**config.mk**
```make
export PLATFORM = sky130hd
export DESIGN_NAME = cc_speedgenerator
export DESIGN_NICKNAME = d
export VERILOG_FILES = /design/src/rtl/cc_speedgenerator_pkg.sv /design/src/rtl/cc_speedgenerator_edgedetect.sv /design/src/rtl/cc_speedgenerator.sv
export SDC_FILE = /design/constraint.sdc
export NUM_CORES = 1
export LEC_CHECK = 0
export CORE_AREA = 3 3 96 98
export DETAILED_ROUTE_END_ITERATION = 8
export DIE_AREA = 0 0 99 101
export GPL_ROUTABILITY_DRIVEN = 0
export GPL_TIMING_DRIVEN = 0
export MAX_ROUTING_LAYER = met4
export PLACE_DENSITY = 0.62
export SLEW_MARGIN = 30
export SYNTH_ARGS = -nofsm -noshare
export SYNTH_HDL_FRONTEND = slang
export SYNTH_HIERARCHICAL = 1
export SYNTH_SLANG_ARGS = --single-unit
```
**constraint.sdc**
```tcl
create_clock -name CC_SPEEDGENERATOR_CLOCK_50 -period 3.9 [get_ports CC_SPEEDGENERATOR_CLOCK_50]
set_input_delay 1.17 -clock CC_SPEEDGENERATOR_CLOCK_50 [delete_from_list [all_inputs] [get_ports CC_SPEEDGENERATOR_CLOCK_50]]
set_output_delay 1.17 -clock CC_SPEEDGENERATOR_CLOCK_50 [all_outputs]
set_load 0.03 [all_outputs]
```
**src/rtl/cc_speedgenerator_pkg.sv**
```systemverilog
// Shared definitions for the speed generator: FSM state encoding, the default
// level-0 period and the level-to-limit mapping.
package cc_speedgenerator_pkg;

    // Level-0 period in clock cycles (one second at 50 MHz).
    localparam int unsigned DefaultBaseLimit = 32'd50000000;

    typedef enum logic [1:0] {
        StLoadSetup   = 2'd0,
        StLoadStrobe  = 2'd1,
        StLoadRelease = 2'd2,
        StRun         = 2'd3
    } state_e;

    // Each level halves the period. The caller truncates the result to the bus width.
    function automatic logic [63:0] limit_from_level(input logic [63:0] base,
                                                     input int unsigned level);
        return base >> level;
    endfunction

endpackage

```
**src/rtl/cc_speedgenerator_edgedetect.sv**
```systemverilog
// Falling-edge detector with a sticky pending flag.
//   clk_i  : clock
//   rst_ni : synchronous active-low reset (history -> 1, pending -> 0)
//   sig_ni : active-low request input; its falling edge is the event
//   clr_i  : consume the request this cycle
//   req_o  : request seen (latched edge, or an edge arriving this very cycle)
module cc_speedgenerator_edgedetect (
    input  logic clk_i,
    input  logic rst_ni,
    input  logic sig_ni,
    input  logic clr_i,
    output logic req_o
);

    logic hist_q;
    logic pend_q;
    logic pend_d;
    logic fall;

    assign fall   = hist_q & ~sig_ni;
    // A fresh edge is visible at once so it can be serviced in the cycle it arrives.
    assign req_o  = pend_q | fall;
    // Clearing consumes everything seen this cycle, including a fresh edge.
    assign pend_d = clr_i ? 1'b0 : req_o;

    always_ff @(posedge clk_i) begin
        if (!rst_ni) begin
            hist_q <= 1'b1;
            pend_q <= 1'b0;
        end else begin
            hist_q <= sig_ni;
            pend_q <= pend_d;
        end
    end

endmodule

```
**src/rtl/cc_speedgenerator.sv**
```systemverilog
// Speed generator: drives the period counter and level limit into the external
// speed comparator, strobes the limit load, and turns the comparator's match
// into a one-cycle tick.
//   CC_SPEEDGENERATOR_CLOCK_50          : clock
//   CC_SPEEDGENERATOR_RESET_InLow       : synchronous active-low reset
//   CC_SPEEDGENERATOR_levelUp_InLow     : level-up request (falling edge)
//   CC_SPEEDGENERATOR_levelReset_InLow  : back-to-level-0 request (falling edge)
//   CC_SPEEDGENERATOR_match_InLow       : comparator result, 0 when data >= limit
//   CC_SPEEDGENERATOR_data_OutBUS       : period counter
//   CC_SPEEDGENERATOR_limit_OutBUS      : limit of the current level
//   CC_SPEEDGENERATOR_loadSignal_OutLow : limit load strobe (falling edge captures)
//   CC_SPEEDGENERATOR_tick_OutHigh      : one pulse per elapsed period
//   CC_SPEEDGENERATOR_level_OutBUS      : current level
//   CC_SPEEDGENERATOR_busy_OutHigh      : load sequence in progress
module cc_speedgenerator
    import cc_speedgenerator_pkg::*;
#(
    parameter int unsigned SPEEDGENERATOR_DATAWIDTH  = 28,
    parameter int unsigned SPEEDGENERATOR_LEVELWIDTH = 3,
    parameter int unsigned SPEEDGENERATOR_MAXLEVEL   = 7,
    parameter int unsigned SPEEDGENERATOR_BASELIMIT  = DefaultBaseLimit
) (
    input  logic                                 CC_SPEEDGENERATOR_CLOCK_50,
    input  logic                                 CC_SPEEDGENERATOR_RESET_InLow,
    input  logic                                 CC_SPEEDGENERATOR_levelUp_InLow,
    input  logic                                 CC_SPEEDGENERATOR_levelReset_InLow,
    input  logic                                 CC_SPEEDGENERATOR_match_InLow,
    output logic [SPEEDGENERATOR_DATAWIDTH-1:0]  CC_SPEEDGENERATOR_data_OutBUS,
    output logic [SPEEDGENERATOR_DATAWIDTH-1:0]  CC_SPEEDGENERATOR_limit_OutBUS,
    output logic                                 CC_SPEEDGENERATOR_loadSignal_OutLow,
    output logic                                 CC_SPEEDGENERATOR_tick_OutHigh,
    output logic [SPEEDGENERATOR_LEVELWIDTH-1:0] CC_SPEEDGENERATOR_level_OutBUS,
    output logic                                 CC_SPEEDGENERATOR_busy_OutHigh
);

    localparam int unsigned DW = SPEEDGENERATOR_DATAWIDTH;
    localparam int unsigned LW = SPEEDGENERATOR_LEVELWIDTH;

    localparam logic [DW-1:0] BaseLimit = DW'(SPEEDGENERATOR_BASELIMIT);
    localparam logic [LW-1:0] MaxLevel  = LW'(SPEEDGENERATOR_MAXLEVEL);

    state_e        state_q, state_d;
    logic [DW-1:0] data_q,  data_d;
    logic [DW-1:0] limit_q, limit_d;
    logic [LW-1:0] level_q, level_d;
    logic          load_q,  load_d;
    logic          tick_q,  tick_d;

    logic          req_up;
    logic          req_rst;
    logic          req_clr;

    cc_speedgenerator_edgedetect u_edge_up (
        .clk_i  (CC_SPEEDGENERATOR_CLOCK_50),
        .rst_ni (CC_SPEEDGENERATOR_RESET_InLow),
        .sig_ni (CC_SPEEDGENERATOR_levelUp_InLow),
        .clr_i  (req_clr),
        .req_o  (req_up)
    );

    cc_speedgenerator_edgedetect u_edge_rst (
        .clk_i  (CC_SPEEDGENERATOR_CLOCK_50),
        .rst_ni (CC_SPEEDGENERATOR_RESET_InLow),
        .sig_ni (CC_SPEEDGENERATOR_levelReset_InLow),
        .clr_i  (req_clr),
        .req_o  (req_rst)
    );

    always_comb begin
        state_d = state_q;
        data_d  = data_q;
        limit_d = limit_q;
        level_d = level_q;
        load_d  = 1'b1;
        tick_d  = 1'b0;
        req_clr = 1'b0;

        unique case (state_q)
            StLoadSetup: begin
                data_d  = '0;
                load_d  = 1'b0;  // strobe is low for the whole LOAD_STROBE cycle
                state_d = StLoadStrobe;
            end
            StLoadStrobe: begin
                data_d  = '0;
                state_d = StLoadRelease;
            end
            StLoadRelease: begin
                data_d  = '0;
                state_d = StRun;
            end
            StRun: begin
                if (req_rst || req_up) begin
                    // A request abandons any pending match: the period restarts after reload.
                    req_clr = 1'b1;
                    if (req_rst) begin
                        level_d = '0;
                    end else if (level_q < MaxLevel) begin
                        level_d = level_q + 1'b1;
                    end
                    limit_d = DW'(limit_from_level(64'(BaseLimit), 32'(level_d)));
                    data_d  = '0;
                    state_d = StLoadSetup;
                end else if (!CC_SPEEDGENERATOR_match_InLow) begin
                    data_d = '0;
                    tick_d = 1'b1;
                end else begin
                    data_d = data_q + 1'b1;
                end
            end
            default: state_d = StLoadSetup;
        endcase
    end

    always_ff @(posedge CC_SPEEDGENERATOR_CLOCK_50) begin
        if (!CC_SPEEDGENERATOR_RESET_InLow) begin
            state_q <= StLoadSetup;
            data_q  <= '0;
            limit_q <= BaseLimit;
            level_q <= '0;
            load_q  <= 1'b1;
            tick_q  <= 1'b0;
        end else begin
            state_q <= state_d;
            data_q  <= data_d;
            limit_q <= limit_d;
            level_q <= level_d;
            load_q  <= load_d;
            tick_q  <= tick_d;
        end
    end

    assign CC_SPEEDGENERATOR_data_OutBUS       = data_q;
    assign CC_SPEEDGENERATOR_limit_OutBUS      = limit_q;
    assign CC_SPEEDGENERATOR_loadSignal_OutLow = load_q;
    assign CC_SPEEDGENERATOR_tick_OutHigh      = tick_q;
    assign CC_SPEEDGENERATOR_level_OutBUS      = level_q;
    assign CC_SPEEDGENERATOR_busy_OutHigh      = (state_q != StRun);

endmodule

```
Word level (Yosys, flattened, before mapping)
Index checks and enable logic that the tools add are counted.
{"block": "classes", "bitwise_logic": 8, "div_mod_pow": 0, "reduce_logical": 6, "multipliers": 0, "addsub": 2, "order_cmp": 1, "muxes": 13, "n_eq_ne": 5, "shift": 1}
{"operator": "$mux 28", "n": 2}
{"operator": "$pmux 28 s2", "n": 1}
{"operator": "$add 28x1->28 const B", "n": 1}
{"operator": "$shr 26x3->28 const A", "n": 1}
{"operator": "$mux 3", "n": 4}
{"operator": "$pmux 2 s4", "n": 1}
{"operator": "$reduce_or 3->1", "n": 2}
{"operator": "$eq 2x2->1 const B", "n": 2}
{"operator": "$mux 1", "n": 4}
{"operator": "$ne 2x2->1 const B", "n": 2}
{"operator": "$not 1->1", "n": 4}
{"operator": "$add 3x1->3 const B", "n": 1}
{"operator": "$lt 3x3->1 const B", "n": 1}
{"operator": "$and 1x1->1", "n": 2}
{"operator": "$eq 2x1->1 const B", "n": 1}
{"operator": "$logic_not 2->1", "n": 1}
{"operator": "$mux 2", "n": 1}
{"operator": "$or 1x1->1", "n": 2}
{"operator": "$reduce_and 2->1", "n": 1}
{"operator": "$reduce_or 2->1", "n": 1}
{"operator": "$logic_or 1x1->1", "n": 1}
{"block": "word_totals", "ramBits": 0, "output_inout_bits": 62, "register_bits": 67, "input_bits": 5, "romBits": 0, "latch_bits": 0, "mem_count": 0}

Longest topological paths before layout
Gate-level depths: netlist (run 1).
{"block": "depth", "ltp_word": 7, "ltp_mapped": 7, "ltp_nobuf": 6}

Hierarchy
The synthesis (run 1) kept the hierarchy.
{"mod": "cc_speedgenerator", "instances": 1, "cells_per_inst": 324, "area_per_inst_um2": 2760.1, "seq_area_each_um2": 1201.2}
{"mod": "cc_speedgenerator_edgedetect", "instances": 2, "cells_per_inst": 7, "area_per_inst_um2": 72.6, "seq_area_each_um2": 40.0}

Least setup slack after synthesis (run 1)
No wires, ideal clock.
{"block": "synth_path", "path_kind": "input to register", "start": "input port CC_SPEEDGENERATOR_levelReset_InLow", "end": "register data_q[19] (netlist: CC_SPEEDGENERATOR_data_OutBUS[19])", "t_required_ns": 3.830, "path_slack_ns": 1.293, "arrival_ns": 2.538, "path_stages": 7, "path_cell_list": "nor2b_1 or2_1 buf_2 nor3_1 nand3_2 buf_2 a21oi_1"}
{"block": "synth_via", "elab_chain_len": 6}
{"item": "from (decl)", "line": "cc_speedgenerator.sv:26", "rtl": "input logic CC_SPEEDGENERATOR_levelReset_InLow,"}
{"item": "$not 1->1", "line": "cc_speedgenerator_edgedetect.sv:20", "rtl": "assign fall = hist_q & ~sig_ni;"}
{"item": "$and 1x1->1", "line": "cc_speedgenerator_edgedetect.sv:20"}
{"item": "$or 1x1->1", "line": "cc_speedgenerator_edgedetect.sv:22", "rtl": "assign req_o = pend_q | fall;"}
{"item": "named net req_rst", "line": "cc_speedgenerator.sv:50", "rtl": "logic req_rst;"}
{"item": "$logic_or 1x1->1", "line": "cc_speedgenerator.sv:93", "rtl": "if (req_rst || req_up) begin"}
{"item": "$mux 28", "line": "cc_speedgenerator.sv:93"}
{"item": "$pmux 28 s2", "line": "cc_speedgenerator.sv:78", "rtl": "unique case (state_q)"}
{"item": "to (signal assigned)", "line": "cc_speedgenerator.sv:125", "rtl": "data_q <= data_d;"}
{"item": "to (decl)", "line": "cc_speedgenerator.sv:43", "rtl": "logic [DW-1:0] data_q, data_d;"}
The timed path passes the listed nets, and every way through them passes these cells.
A chain may end at the register's enable or synchronous reset.

Worst setup path in the final report (run 1)
Ends and elaborated chain as after synthesis.

==> metrics.csv, run 1 <==
metric,value,unit
outcome,"complete, no violations",
synth unique cells,48,
Post-layout nets,425,
ANT cells,0,
synthesis-to-layout area growth,34.3,%
TritonRoute pass-1 iters,5,
number of synthesized flops with an enable pin,0,
Final min period,3110,ps
async set-reset flop share out of synthesis,0,%
Max-Cap Viols,0,
Core Region,8550,um^2
latest clock arrival within the worst-skew pair,330,ps
Syn Area/Cell,8.60,um^2
Wirelength per Cell,14.1,um
CTS tree,done,
pwr dens,426,nW/um^2
CTS Buf Count,9,
Resize count post-CTS,0,
IO Count,67,
"Design Area, Final",3900,um^2
Total Routing Usage GR,15.7,%
initial DRC count,60,
period utilization,79.7,%
worst hold-check path type,reg2reg,
ys flop type,dfxtp_1,
crit path kind,in2reg,
via count,2693,
wire length of the first global-routing pass,12400,um
port buffer count,64,
Hold Buf Count CTS,0,
post-synthesis sequential area ratio,44.1,%
DIE WIDTH,99,um
crit start category,input port,
CTS sink count,64,
Max Slew Vio Count,0,
Vias/cell,5.11,
Post-Route Skew,6.13,ps
Detail Placement HPWL,5300,um
vias in the first global route,2544,
Hold Fails Final Rpt,0,
crit path capture type,register,
DRC,0,
Yosys top cell area share,44.1,%
H-tree levels,3,
Max-slew headroom,56.8,%
fillers,848,
Sum Neg Setup Slack,0,ps
most frequent cells in the layout,"dfxtp_1 (64), clkdlybuf4s50_1 (64), a21oi_1 (31), nor2_1 (27)",
fmax,0.322,GHz
Area contributors post-synth,"dfxtp_1 (44%), a21oi_1 (5.3%), o21ai_0 (4.0%), nor2_1 (3.5%), nand2_1 (3.0%)",
Gate Count Post-Synth,338,
initial antenna violation count,0,
Leak,0.00134,uW
Post-DRT Antenna Nets,0,
pin count of the biggest net entering global routing,12,
Synthesis Warnings,6,
crit-path max FO,10,
Worst-Margin Slew,643,ps
Seq cells post-synth,64,
Worst VDD drop,0.000235,V
total gr overflow,0,
unrepaired setup endpoints after global routing,false,
root buf cell,clkbuf_8,
setup bufs post-CTS,0,
Post-DP Area,3680,um^2
CP arrival,3370,ps
clock-pin slew on the worst setup and hold paths,70,ps
Die H,101,um
WHS,456,ps
mapped cell area,2910,um^2
Die ar.,10000,um^2
cell taking the most area after synthesis,dfxtp_1,
Core Rows,34,
Max Buffers Root-to-Sink,2,
initial core utilization,34.0,%
critical path required time,4160,ps
final WL,7410,um
endpoints failing setup,0,
share of cells above drive strength 1,8.35,%
sequential cells by signal, indices dropped and copies added (netlist names):
signal and count:
CC_SPEEDGENERATOR_data_OutBUS 28, CC_SPEEDGENERATOR_tick_OutHigh 1, u_edge_up/hist_q 1, CC_SPEEDGENERATOR_loadSignal_OutLow 1
state_q 2, u_edge_up/pend_q 1, u_edge_rst/hist_q 1, u_edge_rst/pend_q 1
CC_SPEEDGENERATOR_level_OutBUS 2, CC_SPEEDGENERATOR_limit_OutBUS 26
logic make-up after synthesis:
kind of cell | synth area share [%]
and+or+nand+nor | 23.7
muxes | 0.689
xor gates and xnor gates | 3.62
other | 0.129
AOI/OAI and AO/OA | 18.9
adders and majority gates | 2.58
DFF | 44.1
buffers and inverters | 6.24
path summary, 6_finish.rpt:
kind	to	cells past startpoint	slack (ps)	from
setup / recovery	CC_SPEEDGENERATOR_data_OutBUS[19]$_SDFF_PP0_	8	790	CC_SPEEDGENERATOR_levelReset_InLow
setup reg to reg	CC_SPEEDGENERATOR_data_OutBUS[19]$_SDFF_PP0_	7	1740	u_edge_rst/hist_q$_SDFF_PN1_
hold / removal	CC_SPEEDGENERATOR_limit_OutBUS[0]$_SDFFE_PN0P_	2	460	CC_SPEEDGENERATOR_limit_OutBUS[0]$_SDFFE_PN0P_
hold reg to reg	CC_SPEEDGENERATOR_limit_OutBUS[0]$_SDFFE_PN0P_	2	460	CC_SPEEDGENERATOR_limit_OutBUS[0]$_SDFFE_PN0P_
where the power goes:
group | internal, uW | switching (uW)
logic | 120 | 197
clock network | 365 | 255
registers | 699 | 25.8
cells in the mapped netlist (7+ instances only):
cell type	number
a21oi_1	31
nor3_1	7
buf_2	7
nand4_1	7
or3_1	8
clkbuf_1	10
nand3_1	16
dfxtp_1	64
nor2_1	27
o31ai_1	11
xor2_1	9
nand2_1	23
inv_1	12
or4_1	11
o21ai_0	23
final cells by class:
type / count / area (um^2) / area share (%)
Buffer: 24 / 133 / 3.40
Tap cell: 108 / 135 / 3.46
Timing Repair Buffer: 64 / 641 / 16.4
Clock buffer: 14 / 183 / 4.68
Clock inverter: 2 / 35.0 / 0.898
Sequential cell: 64 / 1280 / 32.8
Multi-Input combinational cell: 238 / 1450 / 37.1
Inverter: 13 / 48.8 / 1.25
metrics by stage:
stage	cells	utilization (%)	worst slack, ps	total power [uW]
4_1_cts	527	45.6	771	1680
2_1_floorplan	339	-	1290	941
6_report	527	45.6	793	1660
3_5_place_dp	511	43.1	416	1060
3_3_place_gp	511	43.1	417	1050
5_1_grt	527	45.6	585	1750
critical path, stage by stage:
cell and delay (ps):
clkdlybuf4s50_1 470, nor2b_1 50, or2_1 210, buf_2 180, nor3_1 550, nand3_2 310, buf_2 280, a21oi_1 140
layer usage:
metal | global-route usage (%) | vias up | routed length [um]
met5 | - | - | 0
met1 | 19.8 | 1239 | 3420
met2 | 24.6 | 85 | 3480
met4 | 5.25 | 0 | 79
met3 | 3.81 | 9 | 436
li1 | - | 1360 | -
No activity file was read; power rests on OpenSTA's default activity.
==> run 2: changes to the inputs <==
--- a/config.mk
+++ b/config.mk
@@ -11,7 +11,7 @@
 export GPL_ROUTABILITY_DRIVEN = 0
 export GPL_TIMING_DRIVEN = 0
 export MAX_ROUTING_LAYER = met4
-export PLACE_DENSITY = 0.62
+export PLACE_DENSITY = 0.64
 export SLEW_MARGIN = 30
 export SYNTH_ARGS = -nofsm -noshare
 export SYNTH_HDL_FRONTEND = slang
==> constraint.sdc (replaced) <==
create_clock -name CC_SPEEDGENERATOR_CLOCK_50 -period 2.85 [get_ports CC_SPEEDGENERATOR_CLOCK_50]
set_input_delay 0.855 -clock CC_SPEEDGENERATOR_CLOCK_50 [delete_from_list [all_inputs] [get_ports CC_SPEEDGENERATOR_CLOCK_50]]
set_output_delay 0.855 -clock CC_SPEEDGENERATOR_CLOCK_50 [all_outputs]
set_load 0.03 [all_outputs]
==> run 2 against run 1 <==
Total power is 40% higher. Critical path type unchanged. Wire length grew 0.19%. Die area unchanged.
==> metrics.csv, run 2 (synthesized netlist as in run 1, its figures left out) <==
metric,value,unit
outcome,"complete, no violations",
crit-path cells,clkdlybuf4s50_1 > nor2b_1 > or2_1 > buf_2 > nor3_2 > nand3_2 > buf_2 > a21oi_1,
H-tree levels,3,
unrepaired setup endpoints after global routing,false,
Wirelength per Cell,14.1,um
WHS Path Cells,2,
CP arrival,2830,ps
Max Buffers Root-to-Sink,2,
Max-Cap Viols,0,
Max Slew Vio Count,0,
synthesis-to-layout area growth,35.0,%
fin util,45.9,%
IO Count,67,
Max-slew headroom,59.7,%
via count,2722,
Post-DP Area,3680,um^2
"Design Area, Final",3920,um^2
CTS Buf Count,9,
Post-layout nets,425,
Worst VDD drop,0.000350,V
Worst path slowest cell,clkdlybuf4s50_1,
crit start category,input port,
share of cells above drive strength 1,9.55,%
period utilization,89.5,%
port buffer count,64,
crit-path max cell delay,470,ps
cell depth of the worst flop-to-flop path,6,
post-route insts no fill,527,
Core Region,8550,um^2
ANT cells,0,
critical path required time,3130,ps
Hold Fails Final Rpt,0,
initial DRC count,91,
vias in the first global route,2571,
Leak,0.00135,uW
Core Rows,34,
crit path capture type,register,
"most used cell, CP",buf_2,
crit-path max FO,10,
Total Routing Usage GR,15.7,%
CTS sink count,64,
initial core utilization,34.0,%
Die H,101,um
pwr dens,594,nW/um^2
total gr overflow,0,
Final Total Pwr,2330,uW
most frequent cells in the layout,"dfxtp_1 (64), clkdlybuf4s50_1 (64), a21oi_1 (31), nor2_1 (27)",
clock-pin slew on the worst setup and hold paths,80,ps
final WL,7430,um
crit path kind,in2reg,
pin count of the biggest net entering global routing,13,
wire length of the first global-routing pass,12400,um
Largest register FFs,28,
Vias/cell,5.17,
Final min period,2550,ps
Die ar.,10000,um^2
Detail Placement HPWL,5300,um
Worst-Margin Slew,599,ps
fmax,0.392,GHz
endpoints failing setup,0,
latest clock arrival within the worst-skew pair,350,ps
Post-DRT Antenna Nets,0,
root buf cell,clkbuf_8,
Post-Route Skew,14.5,ps
DRC,0,
DP Cell Count,511,
worst hold-check path type,reg2reg,
TritonRoute pass-1 iters,8,
CTS tree,done,
DIE WIDTH,99,um
initial antenna violation count,0,
-- run 2: cell count changes in the layout (fill, tap and decap cells not counted) --
cell and delta:
clkbuf_1 -4, inv_6 +1, clkbuf_2 +3, bufinv_16 +1
nor3_1 -1, nor3_2 +1, clkinv_4 +2, clkbuf_8 -3
-- run 2: area by class of cell --
cell class / count / area (um^2)
Buffer: 24 / 136
Clock buffer: 10 / 138
Clock inverter: 6 / 91.3
Fill cell: 859 / 4630
Inverter: 13 / 48.8
Multi-Input combinational cell: 238 / 1450
Sequential cell: 64 / 1280
Tap cell: 108 / 135
Timing Repair Buffer: 64 / 641
-- run 2: worst paths after layout --
check / slack [ps] / end / startpoint
setup reg to reg: 880 / CC_SPEEDGENERATOR_limit_OutBUS[13]$_SDFFE_PN1P_ / CC_SPEEDGENERATOR_level_OutBUS[1]$_SDFFE_PN0P_
hold / removal: 460 / CC_SPEEDGENERATOR_limit_OutBUS[0]$_SDFFE_PN0P_ / CC_SPEEDGENERATOR_limit_OutBUS[0]$_SDFFE_PN0P_
setup / recovery: 300 / CC_SPEEDGENERATOR_data_OutBUS[19]$_SDFF_PP0_ / CC_SPEEDGENERATOR_levelReset_InLow
hold reg to reg: 460 / CC_SPEEDGENERATOR_limit_OutBUS[0]$_SDFFE_PN0P_ / CC_SPEEDGENERATOR_limit_OutBUS[0]$_SDFFE_PN0P_
-- run 2: critical path: cells and delay by family --
family / cells / cell delay [ps]
buffers and inverters: 3 / 930
and+or+nand+nor: 4 / 900
AOI/OAI and AO/OA: 1 / 140
-- run 2: per-layer routing --
layer | up-vias | global-route usage, % | part of all wire [%]
met3 | 16 | 3.88 | 4.8
met1 | 1264 | 19.3 | 46
li1 | 1365 | - | -
met5 | - | - | 0
met2 | 77 | 24.8 | 47
met4 | 0 | 6.51 | 2.3
-- run 2: report_power, final --
part	total (uW)	internal [uW]	switching, uW
Combinational	438	167	271
Sequential	992	956	35.3
Clock	899	521	378
-- run 2: what timing repair did --
action                                  CTS  global route
buffers inserted                          0             0
endpoints found under the setup margin    0            37
endpoints found under the hold margin     0             0
gates resized for setup                   0             7
hold buffers                              0             0
-- run 2: per-stage QoR --
stage               setup slack [ps]  hold slack (ps)  TNS [ps]
floorplan                        558              464         0
global placement                -332              448    -10140
detailed placement              -343              444    -10730
CTS                             32.7              467         0
global route                     127              499         0
finish                           299              464         0
